**config.mk**
```make
export PLATFORM = sky130hd
export DESIGN_NAME = seg7_scan_display_flat
export DESIGN_NICKNAME = d
export VERILOG_FILES = /design/src/rtl/seg7_pkg.sv /design/src/rtl/seg7_scan_display_if.sv /design/src/rtl/seg7_scan_display_bin2bcd_seq.sv /design/src/rtl/seg7_scan_display.sv /design/src/flat_wrapper.sv
export SDC_FILE = /design/constraint.sdc
export NUM_CORES = 1
export LEC_CHECK = 0
export BUFFER_PORTS_ARGS = -buffer_cell sky130_fd_sc_hd__clkbuf_2
export CORE_UTILIZATION = 63
export CTS_BUF_LIST = sky130_fd_sc_hd__clkbuf_8
export DETAILED_ROUTE_END_ITERATION = 6
export PLACE_DENSITY = 0.87
export SLEW_MARGIN = 30
export SYNTH_ARGS = -nofsm -noshare
export SYNTH_HDL_FRONTEND = slang
export SYNTH_HIERARCHICAL = 1
export SYNTH_SLANG_ARGS = --single-unit
```
**constraint.sdc**
```tcl
create_clock -name Clock -period 2.7 [get_ports Clock]
set_input_delay 0.135 -clock Clock [delete_from_list [all_inputs] [get_ports Clock]]
set_output_delay 0.135 -clock Clock [all_outputs]
set_load 0.01 [all_outputs]
```
**src/rtl/seg7_pkg.sv**
```systemverilog
// ============================================================================
//  Module   : seg7_pkg
//  Brief    : Shared types, segment table and sizing helpers for the
//             multi-digit seven-segment scan driver.
//  Revision : 1.0 - initial release
// ============================================================================
`default_nettype none

package seg7_pkg;

    typedef enum logic [1:0] {
        ST_IDLE  = 2'd0,
        ST_SHIFT = 2'd1,
        ST_LATCH = 2'd2
    } conv_state_t;

    // Active-high segment pattern for '-' (segment g only).
    localparam logic [6:0] SEG_DASH = 7'h40;

    // Active-high segments {g,f,e,d,c,b,a}; lowercase b and d.
    function automatic logic [6:0] hex_to_seg(input logic [3:0] nib);
        logic [6:0] seg;
        case (nib)
            4'h0:    seg = 7'h3F;
            4'h1:    seg = 7'h06;
            4'h2:    seg = 7'h5B;
            4'h3:    seg = 7'h4F;
            4'h4:    seg = 7'h66;
            4'h5:    seg = 7'h6D;
            4'h6:    seg = 7'h7D;
            4'h7:    seg = 7'h07;
            4'h8:    seg = 7'h7F;
            4'h9:    seg = 7'h6F;
            4'hA:    seg = 7'h77;
            4'hB:    seg = 7'h7C;
            4'hC:    seg = 7'h39;
            4'hD:    seg = 7'h5E;
            4'hE:    seg = 7'h79;
            4'hF:    seg = 7'h71;
            default: seg = 7'h00;
        endcase
        return seg;
    endfunction

    // Largest value representable on the given number of decimal digits.
    function automatic longint unsigned max_dec(input int digits);
        longint unsigned v;
        v = 64'd1;
        for (int i = 0; i < digits; i++) begin
            v = v * 64'd10;
        end
        return v - 64'd1;
    endfunction

    // BCD bits needed to hold any unsigned value of data_w bits.
    function automatic int bcd_width(input int data_w);
        longint unsigned maxv;
        int              n;
        maxv = (64'd1 << data_w) - 64'd1;
        n    = 0;
        while (maxv != 64'd0) begin
            n    = n + 1;
            maxv = maxv / 64'd10;
        end
        if (n == 0) begin
            n = 1;
        end
        return 4 * n;
    endfunction

endpackage

`default_nettype wire

```
**src/rtl/seg7_scan_display_if.sv**
```systemverilog
// ============================================================================
//  Module   : seg7_scan_display_if
//  Brief    : Value/mode inputs and display pin outputs of the scan driver.
//  Revision : 1.0 - initial release
// ============================================================================
`default_nettype none

interface seg7_scan_display_if #(
    parameter int NUM_DIGITS = 4,
    parameter int DATA_W     = 16
);
    logic [DATA_W-1:0]     Number;
    logic                  Mode;
    logic                  LeadBlank;
    logic [6:0]            out7;
    logic [NUM_DIGITS-1:0] en_out;
    logic                  Busy;

    modport master (
        output Number, Mode, LeadBlank,
        input  out7, en_out, Busy
    );

    modport slave (
        input  Number, Mode, LeadBlank,
        output out7, en_out, Busy
    );
endinterface

`default_nettype wire

```
**src/rtl/seg7_scan_display_bin2bcd_seq.sv**
```systemverilog
// ============================================================================
//  Module   : bin2bcd_seq
//  Brief    : Iterative double-dabble converter, one bit per cycle,
//             DATA_W cycles from start to final BCD.
//  Revision : 1.0 - initial release
// ============================================================================
`default_nettype none

module bin2bcd_seq
    import seg7_pkg::*;
#(
    parameter int DATA_W = 16,
    parameter int BCD_W  = bcd_width(DATA_W)
) (
    input  wire logic              clk,
    input  wire logic              rst,
    input  wire logic              i_start,
    input  wire logic [DATA_W-1:0] i_bin,
    output logic                   o_busy,
    output logic                   o_done,
    output logic [BCD_W-1:0]       o_bcd
);

    localparam int c_cnt_w = $clog2(DATA_W + 1);

    logic [BCD_W-1:0]   r_bcd;
    logic [DATA_W-1:0]  r_bin;
    logic [c_cnt_w-1:0] r_cnt;
    logic [BCD_W-1:0]   w_adj;

    always_comb begin
        w_adj = r_bcd;
        for (int i = 0; i < BCD_W / 4; i++) begin
            if (r_bcd[i*4 +: 4] >= 4'd5) begin
                w_adj[i*4 +: 4] = r_bcd[i*4 +: 4] + 4'd3;
            end
        end
    end

    always_ff @(posedge clk) begin
        if (rst) begin
            r_bcd <= '0;
            r_bin <= '0;
            r_cnt <= '0;
        end else if (i_start) begin
            r_bcd <= '0;
            r_bin <= i_bin;
            r_cnt <= c_cnt_w'(DATA_W);
        end else if (r_cnt != '0) begin
            r_bcd <= {w_adj[BCD_W-2:0], r_bin[DATA_W-1]};
            r_bin <= {r_bin[DATA_W-2:0], 1'b0};
            r_cnt <= r_cnt - 1'b1;
        end
    end

    // o_done marks the cycle whose edge performs the final step.
    assign o_busy = (r_cnt != '0);
    assign o_done = (r_cnt == c_cnt_w'(1));
    assign o_bcd  = r_bcd;

endmodule

`default_nettype wire

```
**src/rtl/seg7_scan_display.sv**
```systemverilog
// ============================================================================
//  Module   : seg7_scan_display
//  Brief    : Multi-digit seven-segment scan driver with hex/decimal modes,
//             leading-zero blanking and overflow dashes.
//  Revision : 1.0 - initial release
// ============================================================================
`default_nettype none

module seg7_scan_display
    import seg7_pkg::*;
#(
    parameter int NUM_DIGITS  = 4,
    parameter int DATA_W      = 16,
    parameter int REFRESH_DIV = 100000,
    parameter int ACTIVE_LOW  = 1
) (
    input  wire logic          Clock,
    input  wire logic          Reset,
    seg7_scan_display_if.slave bus
);

    localparam int              c_bcd_w   = bcd_width(DATA_W);
    localparam int              c_dig_w   = 4 * NUM_DIGITS;
    localparam int              c_pad_w   = (c_bcd_w > c_dig_w) ? c_bcd_w : c_dig_w;
    localparam int              c_hpad_w  = (DATA_W > c_dig_w) ? DATA_W : c_dig_w;
    localparam longint unsigned c_max_dec = max_dec(NUM_DIGITS);
    localparam int              c_presc_w = (REFRESH_DIV > 1) ? $clog2(REFRESH_DIV) : 1;
    localparam int              c_idx_w   = (NUM_DIGITS > 1) ? $clog2(NUM_DIGITS) : 1;
    localparam logic [6:0]      c_pol7    = (ACTIVE_LOW != 0) ? 7'h7F : 7'h00;
    localparam logic [NUM_DIGITS-1:0] c_polen = (ACTIVE_LOW != 0) ? '1 : '0;

    conv_state_t                 r_state;
    logic [DATA_W-1:0]           r_sh_num;
    logic                        r_sh_mode;
    logic                        r_sh_ovf;
    logic                        r_busy;
    logic [NUM_DIGITS-1:0][3:0]  r_disp_digits;
    logic                        r_disp_ovf;
    logic [c_presc_w-1:0]        r_presc;
    logic [c_idx_w-1:0]          r_idx;
    logic [6:0]                  r_out7;
    logic [NUM_DIGITS-1:0]       r_en;

    logic                        w_dec_ovf;
    logic                        w_hex_ovf;
    logic                        w_ovf;
    logic                        w_start;
    logic                        w_cvt_busy;
    logic                        w_done;
    logic [c_bcd_w-1:0]          w_bcd;
    logic [c_pad_w-1:0]          w_bcd_pad;
    logic [c_hpad_w-1:0]         w_hex_pad;
    logic [c_dig_w-1:0]          w_bcd_digits;
    logic [c_dig_w-1:0]          w_hex_digits;
    logic [NUM_DIGITS-1:0]       w_upper_zero;
    logic                        w_acc;
    logic                        w_blank;
    logic [3:0]                  w_cur;
    logic [6:0]                  w_seg;
    logic [NUM_DIGITS-1:0]       w_en;

    // ------------------------------------------------------------------
    // Overflow detection on the live input, captured alongside it
    // ------------------------------------------------------------------
    assign w_dec_ovf = (64'(bus.Number) > c_max_dec);

    generate
        if (c_dig_w < DATA_W) begin : g_hex_ovf
            assign w_hex_ovf = |bus.Number[DATA_W-1:c_dig_w];
        end else begin : g_hex_fit
            assign w_hex_ovf = 1'b0;
        end
    endgenerate

    assign w_ovf   = bus.Mode ? w_dec_ovf : w_hex_ovf;
    assign w_start = (r_state == ST_IDLE) && bus.Mode && !w_dec_ovf;

    bin2bcd_seq #(
        .DATA_W (DATA_W),
        .BCD_W  (c_bcd_w)
    ) u_bin2bcd (
        .clk     (Clock),
        .rst     (Reset),
        .i_start (w_start),
        .i_bin   (bus.Number),
        .o_busy  (w_cvt_busy),
        .o_done  (w_done),
        .o_bcd   (w_bcd)
    );

    assign w_bcd_pad    = c_pad_w'(w_bcd);
    assign w_bcd_digits = w_bcd_pad[c_dig_w-1:0];
    assign w_hex_pad    = c_hpad_w'(r_sh_num);
    assign w_hex_digits = w_hex_pad[c_dig_w-1:0];

    // ------------------------------------------------------------------
    // Converter control: capture, iterate, latch atomically
    // ------------------------------------------------------------------
    always_ff @(posedge Clock) begin
        if (Reset) begin
            r_state       <= ST_IDLE;
            r_sh_num      <= '0;
            r_sh_mode     <= 1'b0;
            r_sh_ovf      <= 1'b0;
            r_busy        <= 1'b0;
            r_disp_digits <= '0;
            r_disp_ovf    <= 1'b0;
        end else begin
            case (r_state)
                ST_IDLE: begin
                    r_sh_num  <= bus.Number;
                    r_sh_mode <= bus.Mode;
                    r_sh_ovf  <= w_ovf;
                    if (bus.Mode && !w_dec_ovf) begin
                        r_state <= ST_SHIFT;
                        r_busy  <= 1'b1;
                    end else begin
                        r_state <= ST_LATCH;
                    end
                end
                ST_SHIFT: begin
                    if (w_done) begin
                        r_state <= ST_LATCH;
                        r_busy  <= 1'b0;
                    end
                end
                ST_LATCH: begin
                    r_disp_digits <= r_sh_mode ? w_bcd_digits : w_hex_digits;
                    r_disp_ovf    <= r_sh_ovf;
                    r_state       <= ST_IDLE;
                end
                default: begin
                    r_state <= ST_IDLE;
                    r_busy  <= 1'b0;
                end
            endcase
        end
    end

    // ------------------------------------------------------------------
    // Scan: digit content and leading-zero blanking
    // ------------------------------------------------------------------
    always_comb begin
        w_upper_zero = '0;
        w_acc        = 1'b1;
        for (int i = NUM_DIGITS - 1; i >= 0; i--) begin
            w_acc           = w_acc & (r_disp_digits[i] == 4'd0);
            w_upper_zero[i] = w_acc;
        end
    end

    assign w_cur   = r_disp_digits[r_idx];
    assign w_blank = bus.LeadBlank && !r_disp_ovf && (r_idx != '0) && w_upper_zero[r_idx];
    assign w_seg   = r_disp_ovf ? SEG_DASH : hex_to_seg(w_cur);
    assign w_en    = w_blank ? '0 : (NUM_DIGITS'(1) << r_idx);

    always_ff @(posedge Clock) begin
        if (Reset) begin
            r_presc <= '0;
            r_idx   <= '0;
            r_out7  <= c_pol7;
            r_en    <= c_polen;
        end else begin
            if (r_presc == c_presc_w'(REFRESH_DIV - 1)) begin
                r_presc <= '0;
                if (r_idx == c_idx_w'(NUM_DIGITS - 1)) begin
                    r_idx <= '0;
                end else begin
                    r_idx <= r_idx + 1'b1;
                end
            end else begin
                r_presc <= r_presc + 1'b1;
            end
            r_out7 <= w_seg ^ c_pol7;
            r_en   <= w_en ^ c_polen;
        end
    end

    assign bus.out7   = r_out7;
    assign bus.en_out = r_en;
    assign bus.Busy   = r_busy;

endmodule

`default_nettype wire

```
**src/flat_wrapper.sv**
```systemverilog
// flat-port wrapper written by rule: the top's interface ports become plain ports
module seg7_scan_display_flat import seg7_pkg::*;
#(
    parameter int NUM_DIGITS  = 4,
    parameter int DATA_W      = 16,
    parameter int REFRESH_DIV = 100000,
    parameter int ACTIVE_LOW  = 1
)
  (Clock, Reset, bus_Number, bus_Mode, bus_LeadBlank, bus_out7, bus_en_out, bus_Busy);
  seg7_scan_display_if #(.NUM_DIGITS(NUM_DIGITS), .DATA_W(DATA_W)) bus_i ();
  input  wire logic Clock;
  input  wire logic Reset;
  input wire logic [$bits(bus_i.Number)-1:0] bus_Number;
  input wire logic [$bits(bus_i.Mode)-1:0] bus_Mode;
  input wire logic [$bits(bus_i.LeadBlank)-1:0] bus_LeadBlank;
  output wire logic [$bits(bus_i.out7)-1:0] bus_out7;
  output wire logic [$bits(bus_i.en_out)-1:0] bus_en_out;
  output wire logic [$bits(bus_i.Busy)-1:0] bus_Busy;
  assign bus_i.Number = bus_Number;
  assign bus_i.Mode = bus_Mode;
  assign bus_i.LeadBlank = bus_LeadBlank;
  assign bus_out7 = bus_i.out7;
  assign bus_en_out = bus_i.en_out;
  assign bus_Busy = bus_i.Busy;
  seg7_scan_display #(.NUM_DIGITS(NUM_DIGITS), .DATA_W(DATA_W), .REFRESH_DIV(REFRESH_DIV), .ACTIVE_LOW(ACTIVE_LOW)) u_core (.Clock(Clock), .Reset(Reset), .bus(bus_i));
endmodule
```
==> impl_results.md <==
* Area Growth Syn to Fin at 8.05%
* Setup TNS at 0 ps
* Total of max-cap violations at 0
* DIE WIDTH at 91.0 µm
* Detail-routed net length per standard cell at 15.1 µm
* FF-to-FF path depth at 5
* Overall Global Routing Usage at 0.266
* Routed vias/inst at 5.95
* Die Y-Extent at 91.0 µm
* DRT Wirelength at 10.3 mm
* Final slew viol count at 0
* Syn Inst Count at 556
* Worst endpoint data arrival time at 2780 ps
* Final worst-path cycle share at 0.936
* RSZ-0062 raised after global routing: no
* Num ports at 32
* Post-Syn Area at 0.00499 mm²
* Final setup violation count at 0
* Mapped Nets at 598
* Min cycle time layout at 2530 ps
* Skew-Pair Late Insertion Delay at 370 ps
* Antenna Nets Post-Route at 0
* Clk slew on worst S/H paths at 90 ps
* Critical Path Fanout Max at 19
* Starting Density at 0.649
* Gp weighted congestion at 0.825
* Hold path cells at 3
* Total CTS buffers at 9
* Setup Buffers After CTS at 0
* Multi-input logic area at 0.00263 mm²
* Peak supply drop at 0.408 mV
* Syn avg cell area at 8.98 µm²
* Largest net degree at the start of global routing at 41
* GRT overflow at 0
* Reg2reg start: u_core/r_presc[0]$_SDFF_PP0_
* Via count of the first global-routing pass at 3909
* Seq. cell area at 0.00210 mm²
* CP Launch Point: bus_Number[5]
* Core Area at 0.00769 mm²
* Reg2reg end: u_core/r_presc[9]$_SDFF_PP0_
* Final hold vios at 0
* Clock Sinks at 105
* CTS tree: built
* I/O Buffers at 31
* Hold Crit Class: in2reg
* DR pass1 iterations at 5
* Crit Path Category: in2reg
* Critical path destination: u_core/u_bin2bcd/o_bcd[10]$_SDFFE_PP0P_
* First-pass GRT wire length at 17.9 mm
* Critical Path Start Type: input pin
* Filler Cells Inserted at 569
* Initial antenna violation count at 0
* Reg2Reg Setup Slack at 460 ps
* Full die area at 0.00828 mm²
* PwrDens at 703 mW/mm²
* Fmax at 396 MHz
* Number of rows in the core area at 32
* Data required time of the worst path at 2950 ps
* Drt first-iter violations at 295
* Setup crit end kind: register
* Yosys warning total at 6
* Clock Skews at 12.0 ps
* DRC at 0
* Antenna cells at 0
* Root Buffer: clkbuf_8
* Max_slew headroom at 0.503
* Via count at 4061
* Detailed Place HPWL at 7.16 mm
* Layout cell share with drive strength beyond 1 at 0.131
* Htree depth at 3
* Final net count at 618
* Final Util at 0.702
* Worst-margin pin slew at 743 ps
* Outcome: finished clean
* Pleak at 2.06 nW
* Clock Tree Buf Depth at 2
where the power goes:
group	internal, W	leakage (nW)	switching [W]
sequential	0.00170	0.859	0.000157
combinational	0.000406	1.10	0.000597
clock	0.000392	0.0977	0.000535
total	0.00250	2.06	0.00129
cell type report:
cell class / count / area share
multi-input combinational: 394 / 0.488
sequential: 105 / 0.390
timing repair buffer: 43 / 0.0473
clock buffer: 11 / 0.0281
tap: 102 / 0.0237
inverter: 23 / 0.0160
clock inverter: 5 / 0.00696
routing by layer:
metal | vias up | part of all wire | global-route usage
li1 | 1994 | - | -
met1 | 1916 | 0.44 | 0.343
met2 | 136 | 0.49 | 0.441
met3 | 15 | 0.056 | 0.0536
met4 | 0 | 0.016 | 0.0966
met5 | - | 0 | 0
flip-flops by register name, summed over array words and instances, names as in the netlist:
name                    count
u_core/r_presc             17
u_core/r_disp_digits       16
u_core/r_sh_num            16
u_core/u_bin2bcd/o_bcd     16
u_core/u_bin2bcd/r_bin     16
u_core/bus.out7             7
u_core/u_bin2bcd/r_cnt      5
u_core/bus.en_out           4
u_core/r_idx                2
u_core/r_state              2
u_core/bus.Busy             1
u_core/r_disp_ovf           1
u_core/r_sh_mode            1
u_core/r_sh_ovf             1
through the flow:
step	setup WS [ps]	hold WS, ps	cells	instance area, µm²	power (W)
after floorplan	732	271	556	4990	0.00269
after global placement	471	384	663	5160	0.00281
after detailed placement	357	393	663	5160	0.00287
after CTS	114	9.92	683	5390	0.00380
after global routing	74.4	13.4	683	5390	0.00402
final	172	23.9	683	5390	0.00379
placed cells by master (no fill, tap or decap), types with 9 or more instances in the layout:
| cell type | count |
|---|---|
| clkbuf_2 | 31 |
| nor2_1 | 67 |
| mux2i_1 | 38 |
| nand3_1 | 23 |
| mux2_2 | 10 |
| o21ai_0 | 15 |
| inv_1 | 22 |
| nand2_1 | 51 |
| a21oi_1 | 39 |
| clkbuf_8 | 11 |
| nand4_1 | 9 |
| a211oi_1 | 19 |
| dfxtp_1 | 104 |
| xnor2_1 | 13 |
| ha_1 | 22 |
| nor3_1 | 15 |
how the worst min path moves through the flow:
stage | from | end | slack, ps
final | bus_Number[1] | u_core/r_sh_num[1]$_SDFFE_PP0P_ | 20
after global routing | bus_Number[1] | u_core/r_sh_num[1]$_SDFFE_PP0P_ | 10
after CTS | bus_Number[1] | u_core/r_sh_num[1]$_SDFFE_PP0P_ | 10
after detailed placement | bus_Number[0] | u_core/u_bin2bcd/r_bin[0]$_SDFFE_PP0P_ | 390
after global placement | bus_Number[3] | u_core/r_sh_num[3]$_SDFFE_PP0P_ | 380
after floorplan | bus_Number[0] | u_core/r_sh_num[0]$_SDFFE_PP0P_ | 270
worst max-delay path: stages:
cell and delay, ps:
dlygate4sd3_1 540, clkbuf_2 120, nor4_1 310, o21ai_0 160, a211oi_1 280, buf_4 190
and3_1 190, buf_4 300, nor2_1 250, nand4_1 200, nand3_1 90
what timing repair did:
action	in CTS	in global routing
resized for setup	0	1
endpoints found under the hold margin	5	0
setup endpoints to repair	0	7
hold buffers	4	0
(Power assumes the default switching activity.)
